===== src/rtl/score_pkg.sv =====
// Shared types and seven-segment constants for the snake-game score display.
package score_pkg;

  typedef enum logic {
    PLAY = 1'b0,
    OVER = 1'b1
  } state_t;

  // Segment order is {g,f,e,d,c,b,a}, active-high
  localparam logic [6:0] SEG_0     = 7'h3F;
  localparam logic [6:0] SEG_1     = 7'h06;
  localparam logic [6:0] SEG_2     = 7'h5B;
  localparam logic [6:0] SEG_3     = 7'h4F;
  localparam logic [6:0] SEG_4     = 7'h66;
  localparam logic [6:0] SEG_5     = 7'h6D;
  localparam logic [6:0] SEG_6     = 7'h7D;
  localparam logic [6:0] SEG_7     = 7'h07;
  localparam logic [6:0] SEG_8     = 7'h7F;
  localparam logic [6:0] SEG_9     = 7'h6F;
  localparam logic [6:0] SEG_BLANK = 7'h00;

endpackage


===== src/rtl/bcd_to_ssd.sv =====
// Combinational BCD digit to seven-segment decoder; non-BCD codes blank the digit.
module bcd_to_ssd
  import score_pkg::*;
(
  input  logic [3:0] bcd,
  output logic [6:0] seg
);

  always_comb begin
    seg = SEG_BLANK;
    case (bcd)
      4'd0:    seg = SEG_0;
      4'd1:    seg = SEG_1;
      4'd2:    seg = SEG_2;
      4'd3:    seg = SEG_3;
      4'd4:    seg = SEG_4;
      4'd5:    seg = SEG_5;
      4'd6:    seg = SEG_6;
      4'd7:    seg = SEG_7;
      4'd8:    seg = SEG_8;
      4'd9:    seg = SEG_9;
      default: seg = SEG_BLANK;
    endcase
  end

endmodule


===== src/rtl/score_display_n.sv =====
// N-digit BCD score keeper: counts good collisions, ends the round on a bad one,
// tracks the high score and blinks the display after a new high score.
module score_display_n
  import score_pkg::*;
#(
  parameter int DIGITS      = 2,
  parameter int HOLD_CYCLES = 200,
  parameter int BLINK_DIV   = 25
) (
  input  logic                  clk,
  input  logic                  rst,
  input  logic                  goodCollButton,
  input  logic                  badCollButton,
  input  logic                  dispSel,
  output logic [4*DIGITS-1:0]   bcd,
  output logic [4*DIGITS-1:0]   hiBcd,
  output logic [7*DIGITS-1:0]   seg,
  output logic                  blinkToggle,
  output logic                  newHigh,
  output logic                  gameOver,
  output logic                  maxed
);

  localparam int HW = (HOLD_CYCLES > 1) ? $clog2(HOLD_CYCLES) : 1;
  localparam int BW = (BLINK_DIV > 1) ? $clog2(BLINK_DIV) : 1;
  localparam logic [HW-1:0] HOLD_LAST  = HW'(HOLD_CYCLES - 1);
  localparam logic [BW-1:0] BLINK_LAST = BW'(BLINK_DIV - 1);

  state_t              state, state_next;
  logic                good_prev, bad_prev;
  logic                good_pulse, bad_pulse;
  logic [4*DIGITS-1:0] score, high_score, score_inc, sel_val;
  logic [7*DIGITS-1:0] dec_seg;
  logic [HW-1:0]       hold_cnt;
  logic [BW-1:0]       blink_cnt;
  logic                blink_tog, new_high, all_nines, hold_done;

  assign good_pulse = goodCollButton & ~good_prev;
  assign bad_pulse  = badCollButton & ~bad_prev;
  assign hold_done  = (state == OVER) && (hold_cnt == HOLD_LAST);

  always_comb begin
    logic       carry;
    logic [3:0] digit;
    carry     = 1'b1;
    digit     = 4'd0;
    score_inc = score;
    all_nines = 1'b1;
    for (int i = 0; i < DIGITS; i++) begin
      digit = score[4*i +: 4];
      if (digit != 4'd9) all_nines = 1'b0;
      if (carry) begin
        if (digit == 4'd9) begin
          score_inc[4*i +: 4] = 4'd0;
        end else begin
          score_inc[4*i +: 4] = digit + 4'd1;
          carry = 1'b0;
        end
      end
    end
  end

  always_ff @(posedge clk or negedge rst) begin
    if (!rst) begin
      state     <= PLAY;
      good_prev <= 1'b0;
      bad_prev  <= 1'b0;
    end else begin
      state     <= state_next;
      good_prev <= goodCollButton;
      bad_prev  <= badCollButton;
    end
  end

  always_comb begin
    state_next = state;
    case (state)
      PLAY:    if (bad_pulse) state_next = OVER;
      OVER:    if (hold_done) state_next = PLAY;
      default: state_next = PLAY;
    endcase
  end

  // Digits are valid BCD with the MSD in the top bits, so a binary compare
  // orders scores the same way as a digit-by-digit compare from the MSD.
  always_ff @(posedge clk or negedge rst) begin
    if (!rst) begin
      score      <= '0;
      high_score <= '0;
      new_high   <= 1'b0;
      hold_cnt   <= '0;
      blink_cnt  <= '0;
      blink_tog  <= 1'b0;
    end else if (state == PLAY) begin
      if (bad_pulse) begin
        if (score > high_score) begin
          high_score <= score;
          new_high   <= 1'b1;
        end
        hold_cnt  <= '0;
        blink_cnt <= '0;
        blink_tog <= 1'b0;
      end else if (good_pulse && !all_nines) begin
        score <= score_inc;
      end
    end else if (hold_done) begin
      score     <= '0;
      new_high  <= 1'b0;
      hold_cnt  <= '0;
      blink_cnt <= '0;
      blink_tog <= 1'b0;
    end else begin
      hold_cnt <= hold_cnt + 1'b1;
      if (new_high) begin
        if (blink_cnt == BLINK_LAST) begin
          blink_cnt <= '0;
          blink_tog <= ~blink_tog;
        end else begin
          blink_cnt <= blink_cnt + 1'b1;
        end
      end
    end
  end

  assign sel_val = dispSel ? high_score : score;

  for (genvar g = 0; g < DIGITS; g++) begin : g_dec
    bcd_to_ssd u_dec (
      .bcd (sel_val[4*g +: 4]),
      .seg (dec_seg[7*g +: 7])
    );
  end

  assign seg         = ((state == OVER) && blink_tog) ? '0 : dec_seg;
  assign bcd         = score;
  assign hiBcd       = high_score;
  assign blinkToggle = blink_tog;
  assign newHigh     = new_high;
  assign gameOver    = (state == OVER);
  assign maxed       = all_nines;

endmodule


===== config.mk =====
export PLATFORM = sky130hd
export DESIGN_NAME = score_display_n
export DESIGN_NICKNAME = d
export VERILOG_FILES = /design/src/rtl/score_pkg.sv /design/src/rtl/bcd_to_ssd.sv /design/src/rtl/score_display_n.sv
export SDC_FILE = /design/constraint.sdc
export NUM_CORES = 1
export LEC_CHECK = 0
export CAP_MARGIN = 40
export CORE_MARGIN = 2
export CORE_UTILIZATION = 55
export CTS_BUF_LIST = sky130_fd_sc_hd__clkbuf_2
export DETAILED_ROUTE_END_ITERATION = 8
export GPL_TIMING_DRIVEN = 0
export PLACE_DENSITY = 0.82
export SYNTH_ARGS = -nofsm -noshare
export SYNTH_HDL_FRONTEND = slang
export SYNTH_SLANG_ARGS = --single-unit

===== constraint.sdc =====
create_clock -name clk -period 3.6 [get_ports clk]
set_clock_uncertainty 0.2 [all_clocks]
set_input_delay 1.08 -clock clk [delete_from_list [all_inputs] [get_ports clk]]
set_output_delay 1.08 -clock clk [all_outputs]
set_load 0.02 [all_outputs]

### After elaboration in Yosys (flattened, before gate mapping)

Memory sizes are Yosys's and may differ from the RTL's.
Index checks and enable logic that the tools add are counted.

| word-level totals | value |
|---|---|
| flip-flop bits (word level) | 34 |
| latch bits | 0 |
| bits in writable memories | 0 |
| ROM bits | 224 |
| input port bits | 5 |
| output and inout bits | 34 |
| memories | 2 |

| operators by class | value |
|---|---|
| $add $sub $neg | 4 |
| multipliers | 0 |
| div/mod/pow operators | 0 |
| $lt $le $gt $ge | 1 |
| eq/ne operators | 10 |
| shift operators | 0 |
| multiplexer cells | 32 |
| bitwise gates (word level) | 6 |
| reductions and logical operators | 14 |

Memory list:

| name | words | bits a word | rd ports | clocked after Yosys merged registers in | write ports | RTL line | text |
|---|---|---|---|---|---|---|---|
| (no name shown) | 16 | 7 | 1 | 0 | 0 | bcd_to_ssd.sv:11 | `case (bcd)` |
| (no name shown) | 16 | 7 | 1 | 0 | 0 | bcd_to_ssd.sv:11 |  |

Operators by type and width:

| operator | number |
|---|---|
| 2-to-1 mux 8 bit | 8 |
| 2-to-1 mux 5 bit | 5 |
| 2-to-1 mux 1 bit | 14 |
| 2-to-1 mux 14 bit | 1 |
| 2-to-1 mux 4 bit | 3 |
| AND reduction 3 bit | 4 |
| adder 4 x 1 -> 4 bit (second input constant) | 2 |
| adder 8 x 1 -> 8 bit (second input constant) | 1 |
| == test 4 bit (second input constant) | 2 |
| == test 8 bit (second input constant) | 1 |
| greater-than comparator 8 bit | 1 |
| inequality test 4 bit (second input constant) | 2 |
| nonzero test 2 bit | 4 |
| inequality test 3 x 1 -> 1 bit (second input constant) | 2 |
| adder 5 x 1 -> 5 bit (second input constant) | 1 |
| == test 5 bit (second input constant) | 1 |
| inverter 1 bit | 4 |
| AND reduction 4 bit | 1 |
| logical AND 1 bit | 3 |
| bitwise AND 1 bit | 2 |
| inequality test 2 x 1 -> 1 bit (second input constant) | 1 |
| inequality test 2 bit (second input constant) | 1 |
| case mux 1 bit (2 select lines) | 1 |
| AND reduction 2 bit | 1 |
| logical NOT 1 bit | 1 |

### Longest topological paths before layout

Gate-level depths: netlist of run 1.

| depth | value |
|---|---|
| depth in word-level cells | 8 |
| gate-level depth with buffers | 9 |

### Cells and area by module

From an unflattened synthesis of run 1, not the netlist that was laid out.

| second synthesis, totals | value |
|---|---|
| cells, all modules | 266 |
| area, all modules | 2464.9 um^2 |

Modules (own cells, without submodules):

| module | instances | cells an instance | area each (um^2) | seq. area each (um^2) |
|---|---|---|---|---|
| score_display_n | 1 | 212 | 2044.5 | 850.8 |
| bcd_to_ssd (g_dec[0].u_dec) | 1 | 28 | 219.0 | 0.0 |
| bcd_to_ssd (g_dec[1].u_dec) | 1 | 26 | 201.4 | 0.0 |

### Worst setup path after synthesis of run 1

No wires, ideal clock.

| timing | value |
|---|---|
| path kind | in2out |
| start point | input port dispSel |
| end point | output port seg[3] |
| arrival | 2.463 ns |
| required time | 2.320 ns |
| path slack | -0.143 ns |
| cell stages on the path | 6 |
| path buffers | 1 |
| cells stage by stage | buf_6 -> o21ai_0 -> inv_1 -> ha_1 -> nand2_1 -> a31oi_1 |

| on the way | value |
|---|---|
| word-level cells in the longest chain between the ends | 3 |

Ends and longest elaborated chain:

| element | RTL line | text |
|---|---|---|
| start, declared | score_display_n.sv:14 | `input logic dispSel,` |
| 2-to-1 mux 8 bit | score_display_n.sv:125 | `assign sel_val = dispSel ? high_score : score;` |
| memory (16 x 7 bit) | n/a |  |
| 2-to-1 mux 14 bit | score_display_n.sv:134 | `assign seg = ((state == OVER) && blink_tog) ? '0 : dec_seg;` |
| end, declared | score_display_n.sv:17 | `output logic [7*DIGITS-1:0] seg,` |

No other way between the ends.

### Worst setup path after layout of run 1

| timing | value |
|---|---|
| start point | input port dispSel |
| end point | output port seg[7] |

Same word-level chain as after synthesis.

==> results.cfg, run 1 <==
[placed_design]
portBuffers = 37
dp.cells = 338
post-dp-hpwl_um = 3690
gp_congestion = 0.778

[worst_setup_path]
critical_path.max_fanout = 5
cp-end-kind = output pin
cp-start-kind = input port
crit_type = input port to output pin
cp_data_required_time_ns = 2.32
arrival_ns = 2.38

[die]
dieWidth_um = 69.0
rows = 23
io_pins = 39
dieArea_sq_um = 4760
start_util_pct = 57.6
core-area_sq_um = 4030
fp.dieH_um = 69.0

[pwr]
power.leakage_nw = 1.39
pwr_density_cell_nw_per_um2 = 764
ir_drop_mv = 0.402

[job]
maxCapViolCount = 0

[cts]
cts_tree = built
clk_latency_ns = 0.37
cts_root_buf = clkbuf_2
hold_buffers = 0
h-tree-depth = 2
cts_sinks = 34
cts_inserted_buffers = 5
clk_pin_slew_worst_paths_ns = 0.16
clk_path_buf_depth = 2

[timing]
setup_viol = 8
drv_slew = 0
slew_headroom_pct = 48.7
worst_pin_slew_ns = 0.770
tns_ns = -0.218
setup_ws_ns = -0.0587
fin_crit_sh_pct = 102
rsz0062_at_grt = true
min_period_ns = 3.66
hold_viol = 0
fmax_ghz = 0.273

[global_route]
antenna_found_initial = 0
grt_max_degree = 35
overflow = 0
grt_pass1_wl_um = 8970
grt_pass1_vias = 1913
grt_usage_pct = 25.7

[finish]
stdcell_count = 356
regArea_sq_um = 851
layout_common_cells = 34 x dfrtp_1, 24 x nand2_1, 23 x o21ai_0
nNetsFinal = 336
area_growth_pct = 33.2
multiInputGateArea_sq_um = 1570
drive_gt1_share_pct = 26.8
antenna_cells = 0
fill_cells = 273
final_common_cell = dfrtp_1

[detailed_routing]
drc = 0
avgRoutedWirePerCell_um = 18.2
drt-total-wl_um = 6490
firstDrtPassIters = 4
ant_nets = 0
drtIter0Drc = 188
vias = 2187
vias_per_cell = 6.14

[outcome]
violations = negative setup slack
status = finished, violations left

[synthesis]
syn_avg_cell_area_sq_um = 9.25
seq_area_frac_synth_pct = 36.7
synth_nets = 280
synth_flop_cell = dfrtp_1
synth_enable_flop_cells = 0
yosys_register_bits = 34
postSynth.asyncResetShare_pct = 100
synth_cells = 251
synth_area_sq_um = 2320
synth_cell_types = 39
yosysWarningCount = 0

[hold_path]
hold_class = flip-flop to flip-flop
-- synthesized netlist by cell type, types with 6 or more instances --
master   count  area (sq um)
a31oi_1      7          43.8
nand4_1      6          37.5
mux2_2       8          90.1
ha_1        24           300
nor2_1      18          67.6
inv_1       23          86.3
nand2_1     25          93.8
o21ai_0     25           125
dfrtp_1     34           851
mux2i_1     11           110
a21oi_1     17          85.1
nand3_1      7          35.0
-- metrics by stage --
step,power (mW),utilization [%],instance area [sq um],worst slack (ns),hold slack [ns]
2_1_floorplan,1.51,-,2370,-0.0292,0.280
3_3_place_gp,1.97,69.6,2810,-0.651,0.312
5_1_grt,2.52,76.7,3090,-0.118,0.406
3_5_place_dp,2.01,69.5,2800,-0.716,0.320
6_report,2.36,76.7,3090,-0.0587,0.334
4_1_cts,2.19,73.4,2960,-0.00154,0.344
-- worst paths after layout --
check	from	endpoint	slack [ns]	cells after the start
max	dispSel	seg[7]	-0.06	7
min in group asynchronous	rst	bcd[1]$_DFFE_PN0P_	0.54	1
max in group asynchronous	rst	hold_cnt[2]$_DFFE_PN0P_	2.15	1
min	hold_cnt[0]$_DFFE_PN0P_	hold_cnt[0]$_DFFE_PN0P_	0.33	1
max reg2reg	bcd[5]$_DFFE_PN0P_	hiBcd[7]$_DFFE_PN0P_	1.17	5
min reg2reg	hold_cnt[0]$_DFFE_PN0P_	hold_cnt[0]$_DFFE_PN0P_	0.33	1
-- what timing repair did --
item / CTS / global route
gates resized for setup: 71 / 31
buffers inserted: 10 / 2
endpoints found under the setup margin: 14 / 15
pin swaps: 1 / 7
gates cloned: 0 / 1
-- registers in the layout, indices dropped and copies added (netlist names) --
name and flops:
bad_prev 1, bcd 8, blinkToggle 1, blink_cnt 5, gameOver 1, good_prev 1, hiBcd 8, hold_cnt 8
newHigh 1
-- per-layer routing --
metal | wire, um | GRT usage [%] | vias up
met3 | 366 | 6.17 | 20
met5 | 0 | 0 | -
met4 | 155 | 7.60 | 0
met2 | 3200 | 40.9 | 98
li1 | - | - | 1014
met1 | 2770 | 34.7 | 1055
-- power by group --
part	leakage (nW)	switching, mW	total (mW)	internal [mW]
logic	0.952	0.827	1.48	0.653
clock network	0.0223	0.126	0.165	0.0387
registers	0.417	0.210	0.717	0.507
-- cell families after synthesis --
| kind of cell | share of synthesized area [%] |
|---|---|
| AOI/OAI and AO/OA | 18.2 |
| xor gates and xnor gates | 1.89 |
| adders and majority gates | 12.9 |
| buffers and inverters | 4.80 |
| DFF | 36.7 |
| muxes | 8.63 |
| and+or+nand+nor | 16.9 |
-- cell type report --
class | instances | share of cell area (%)
buffer | 3 | 1.21
timing repair buffer | 50 | 14.7
tap | 50 | 2.02
clock inverter | 1 | 0.121
clock buffer | 5 | 0.809
multi-input combinational | 190 | 50.8
inverter | 23 | 2.79
sequential | 34 | 27.5
-- critical path: stages --
cell,delay (ns)
buf_16,0.11
mux2i_4,0.32
ha_1,0.24
inv_1,0.07
o21ai_0,0.27
a21oi_1,0.11
buf_2,0.16
(Power assumes the default switching activity.)
==> run 2, diff against run 1 <==
- CORE_UTILIZATION: 55 -> 50
- PLACE_DENSITY: 0.82 -> 0.76
==> run 2 against run 1 <==
  * The flow now finishes without violations
  * Power decreased by 5.2%
  * Non-clock buffer count decreased by 2
  * Sequential share of layout area increased by 0.62 points
  * Sequential power decreased by 1%
  * Global-route usage decreased by 4.1 points
  * Final area decreased by 2.1%
  * Combinational power decreased by 9%
  * Final cell count increased by 0.56%
  * Worst setup slack improved by 0.081 ns
  * Via count decreased by 6.7%
  * Critical endpoint is now seg[6]
  * Highest routed layer unchanged
==> results.cfg, run 2 (synthesis results as in run 1) <==
[worst_setup_path]
startpoint = dispSel
cp_num_buf_inv = 3
cp-end-kind = output pin
crit_type = input port to output pin
cp-start-kind = input port
max_stage_delay_ns = 0.30
cp_slowest_cell = mux2i_4
cp_data_required_time_ns = 2.32
cp_cell_sequence = buf_16 -> mux2i_4 -> inv_1 -> ha_1 -> nand2b_1 -> a31oi_2 -> buf_4
cp_top_family = buffers and inverters
arrival_ns = 2.30
critical_path.max_fanout = 5
regToRegStartpoint = bcd[5]$_DFFE_PN0P_

[global_route]
grt_use_met3_pct = 4.31
antenna_found_initial = 0
grt_max_degree = 35
grt_pass1_wl_um = 8900
grt_usage_pct = 21.6
grtUsageMet1_pct = 31.8
overflow = 0
grt_pass1_vias = 1898
use_met2_pct = 31.2
busiest_layer = met1

[cts]
clk_path_buf_depth = 2
cts_inserted_buffers = 5
cts_sinks = 34
clk_latency_ns = 0.38
hold_buffers = 0
cts_root_buf = clkbuf_2
h-tree-depth = 2
clk_pin_slew_worst_paths_ns = 0.17
cts_tree = built

[finish]
nNetsFinal = 334
antenna_cells = 0
drive_gt1_share_pct = 23.2
stdcell_count = 358
fin_area_sq_um = 3030
final_common_cell = dfrtp_1
area_growth_pct = 30.5
layout_common_cells = 33 x dfrtp_1, 25 x nand2_1, 23 x o21ai_0

[timing]
min_period_ns = 3.58
fmax_ghz = 0.279
worst_pin_slew_ns = 0.764
fin_crit_sh_pct = 99.4
rsz0062_at_grt = true
setup_ws_ns = 0.0220
holdWs_ns = 0.338
setup_viol = 0
hold_viol = 0
slew_headroom_pct = 49.1
drv_slew = 0
tns_ns = 0

[hold_path]
hold_class = flip-flop to flip-flop
hold_path_startpoint = hold_cnt[0]$_DFFE_PN0P_

[die]
rows = 24
dieWidth_um = 72.1
core-area_sq_um = 4410
fp.dieH_um = 72.1
start_util_pct = 52.6
dieArea_sq_um = 5200
io_pins = 39

[detailed_routing]
drt-total-wl_um = 5300
vias_per_cell = 5.70
avgRoutedWirePerCell_um = 14.8
drc = 0
firstDrtPassIters = 4
vias = 2041
drtIter0Drc = 88
ant_nets = 0

[pwr]
seq_power_share_pct = 31.7
switching_share_pct = 47.5
p_comb_share_pct = 60.3
ir_drop_mv = 0.356
internal_power_mw = 1.18
power_frac_clock_pct = 8.0
pwr_density_cell_nw_per_um2 = 739
power.leakage_nw = 1.39
switching_power_mw = 1.06

[placed_design]
portBuffers = 37
preCtsSetupSlack_ns = -0.660
dp.cells = 340
post-dp-hpwl_um = 3550
gp_congestion = 0.894
place_area_sq_um = 2800

[job]
maxCapViolCount = 0

[outcome]
status = finished clean
run 2: cell count changes in the layout (fill, tap and decap cells not counted), moves of 2 or more:
cell	previous run	this run
ha_1	19	22
inv_1	18	22
ha_4	3	1
inv_2	5	1
run 2: routing by layer:
metal,vias to the layer above,wire length (um),share of wire [%]
li1,1008,-,-
met1,953,2430,46
met2,69,2430,46
met3,11,320,6.0
met4,0,108,2.0
met5,-,0,0
run 2: power by group through the flow:
stage / combinational [mW] / clock [mW] / sequential, mW
floorplan: 0.790 / 0 / 0.722
global placement: 1.29 / 0 / 0.690
detailed placement: 1.31 / 0 / 0.696
CTS: 1.30 / 0.186 / 0.704
global route: 1.50 / 0.201 / 0.737
finish: 1.35 / 0.179 / 0.709
run 2: timing repair:
item                                    in CTS  in global routing
resized for setup                           73                 15
pin swaps                                    1                  3
setup buffers                                6                  3
endpoints found under the setup margin      14                 15
gates cloned                                 0                  1
run 2: cell type report:
class                      instances  area (sq um)
fill                             348          1390
multi-input combinational        190          1510
tap                               52          65.1
sequential                        34           852
inverter                          23          86.3
timing repair buffer              47           430
clock buffer                       6          30.0
clock inverter                     2          8.76
buffer                             4          41.3
run 2: path summary, 6_finish.rpt:
check	to	slack [ns]	depth (start not counted)
setup / recovery	seg[6]	0.02	7
hold / removal	hold_cnt[0]$_DFFE_PN0P_	0.34	1
setup reg to reg	hiBcd[3]$_DFFE_PN0P_	1.21	5
hold reg to reg	hold_cnt[0]$_DFFE_PN0P_	0.34	1
max in group asynchronous	bcd[1]$_DFFE_PN0P_	2.14	1
min in group asynchronous	bcd[1]$_DFFE_PN0P_	0.55	1
run 2: stage by stage:
stage | power, mW | util, %
global route | 2.44 | 68.6
finish | 2.24 | 68.6
global placement | 1.98 | 63.6
detailed placement | 2.01 | 63.5
CTS | 2.19 | 66.8
floorplan | 1.51 | -
==> run 3, diff against run 2 <==
--- a/config.mk
+++ b/config.mk
@@ -10,6 +10,6 @@
 export CORE_UTILIZATION = 50
 export CTS_BUF_LIST = sky130_fd_sc_hd__clkbuf_2
+export CTS_CLUSTER_SIZE = 30
 export DETAILED_ROUTE_END_ITERATION = 8
-export GPL_TIMING_DRIVEN = 0
 export PLACE_DENSITY = 0.76
 export SYNTH_ARGS = -nofsm -noshare
==> constraint.sdc (replaced) <==
create_clock -name clk -period 3.6 [get_ports clk]
set_clock_uncertainty 0.2 [all_clocks]
set_input_delay 0.36 -clock clk [delete_from_list [all_inputs] [get_ports clk]]
set_output_delay 0.36 -clock clk [all_outputs]
set_load 0.02 [all_outputs]
==> run 3 against run 2 <==
  * Worst setup slack gained 0.26 ns
  * Via count shrank 2.9%
  * Sequential share of layout area grew 1.3 points
  * Non-clock buffer count shrank 6
  * Final cell count shrank 1.7%
  * Critical endpoint is now seg[3]
  * Largest cell class unchanged
==> results.cfg, run 3 (synthesis results as in run 1) <==
[outcome]
status = finished clean

[worst_setup_path]
crit_end = seg[3]
startpoint = bcd[1]$_DFFE_PN0P_
cp_data_required_time_ns = 3.04
cp-start-kind = flip-flop
worst_r2r_path_depth = 6
worst_r2r_endpoint = hiBcd[2]$_DFFE_PN0P_
crit_type = flip-flop to output pin
rrSetupSlack_ns = 1.18
regToRegStartpoint = bcd[1]$_DFFE_PN0P_
critical_path.max_fanout = 6
arrival_ns = 2.75
cp-end-kind = output pin

[detailed_routing]
drt-total-wl_um = 4980
vias = 1982
drtIter0Drc = 112
vias_per_cell = 5.63
drc = 0
firstDrtPassIters = 4
ant_nets = 0
avgRoutedWirePerCell_um = 14.1

[finish]
drive_gt1_share_pct = 9.67
antenna_cells = 0
area_growth_pct = 24.5
nNetsFinal = 328
layout_common_cells = 37 x clkdlybuf4s50_1, 34 x dfrtp_1, 25 x nand2_1, 25 x o21ai_0, 24 x ha_1
stdcell_count = 352
final_common_cell = clkdlybuf4s50_1

[cts]
clk_path_buf_depth = 2
cts_setup_buffers = 0
cts_tree = built
cts_inserted_buffers = 5
hold_buffers = 0
cts_sinks = 34
cts_root_buf = clkbuf_2
clk_latency_ns = 0.39
h-tree-depth = 2
clk_pin_slew_worst_paths_ns = 0.19

[placed_design]
gp_congestion = 0.970
post-dp-hpwl_um = 3680
dp.cells = 344
portBuffers = 38

[timing]
fin_crit_sh_pct = 92.0
drv_slew = 0
setup_viol = 0
rsz0062_at_grt = false
worst_pin_slew_ns = 0.612
slew_headroom_pct = 59.2
holdWs_ns = 0.147
hold_viol = 0
fmax_ghz = 0.302
min_period_ns = 3.31
tns_ns = 0

[die]
start_util_pct = 52.6
dieArea_sq_um = 5200
dieWidth_um = 72.1
core-area_sq_um = 4410
rows = 24
io_pins = 39
fp.dieH_um = 72.1

[global_route]
grt_max_degree = 35
antenna_found_initial = 0
overflow = 0
grt_pass1_wl_um = 8140
grt_pass1_vias = 1751
grt_usage_pct = 19.7

[pwr]
power.leakage_nw = 1.34
fin_total_pwr_mw = 2.30
ir_drop_mv = 0.391
pwr_density_cell_nw_per_um2 = 796

[job]
maxCapViolCount = 0

[hold_path]
hold_class = input port to async pin
==> run 3: changes by cell type in the layout (fill, tap and decap cells not counted), moves of 5 or more <==
cell             previous run  this run
buf_2                       7         0
buf_4                      15         7
mux2i_4                     6         0
mux2i_1                     5        10
a21oi_2                     5         0
a21oi_1                    12        17
clkdlybuf4s50_1            21        37
==> run 3: metrics by stage <==
stage	setup WS [ns]	instance area (sq um)	utilization [%]
detailed placement	0.122	2790	63.3
global route	0.0903	2890	65.4
finish	0.286	2890	65.4
global placement	0.203	2790	63.3
floorplan	1.16	2320	-
CTS	0.117	2880	65.3
==> run 3: power breakdown <==
| part | switching (mW) | total (mW) | internal, mW |
|---|---|---|---|
| Sequential | 0.186 | 0.693 | 0.507 |
| Combinational | 0.675 | 1.29 | 0.616 |
| Clock | 0.132 | 0.317 | 0.185 |
==> run 3: worst max-delay path: stages, from the launching register on <==
cell	delay [ns]
dfrtp_1	0.48
inv_1	0.12
o21ai_0	0.46
inv_1	0.17
ha_1	0.33
nand2_1	0.05
a31oi_1	0.15
clkdlybuf4s50_1	0.62
==> run 3: cell type report <==
type                    instances  area, sq um
fillers                       379         1530
multi-input cells             190         1360
flip-flops and latches         34          851
repair buffers                 45          435
inverters                      23         86.3
well taps                      52         65.1
clock inverters                 3         63.8
clock buffers                   5         25.0
==> run 3: per-layer routing <==
| metal | track usage, % | share of wire, % | wire length [um] |
|---|---|---|---|
| met1 | 28.2 | 48 | 2410 |
| met2 | 30.2 | 46 | 2280 |
| met3 | 4.03 | 4.8 | 237 |
| met4 | 5.66 | 0.96 | 48 |
| met5 | 0 | 0 | 0 |
==> run 3: worst min-delay path by stage <==
stage | start | end | slack (ns)
final | rst | hold_cnt[4]$_DFFE_PN0P_ | 0.15
after global routing | rst | hiBcd[4]$_DFFE_PN0P_ | 0.15
after CTS | rst | hiBcd[4]$_DFFE_PN0P_ | 0.15
after detailed placement | hold_cnt[1]$_DFFE_PN0P_ | hold_cnt[1]$_DFFE_PN0P_ | 0.32
after global placement | hold_cnt[0]$_DFFE_PN0P_ | hold_cnt[0]$_DFFE_PN0P_ | 0.31
after floorplan | rst | bad_prev$_DFF_PN0_ | -0.14
==> run 3: timing repair <==
action / CTS / global route
hold endpoints to repair: 0 / 0
endpoints found under the setup margin: 0 / 3
resized for setup: 0 / 2
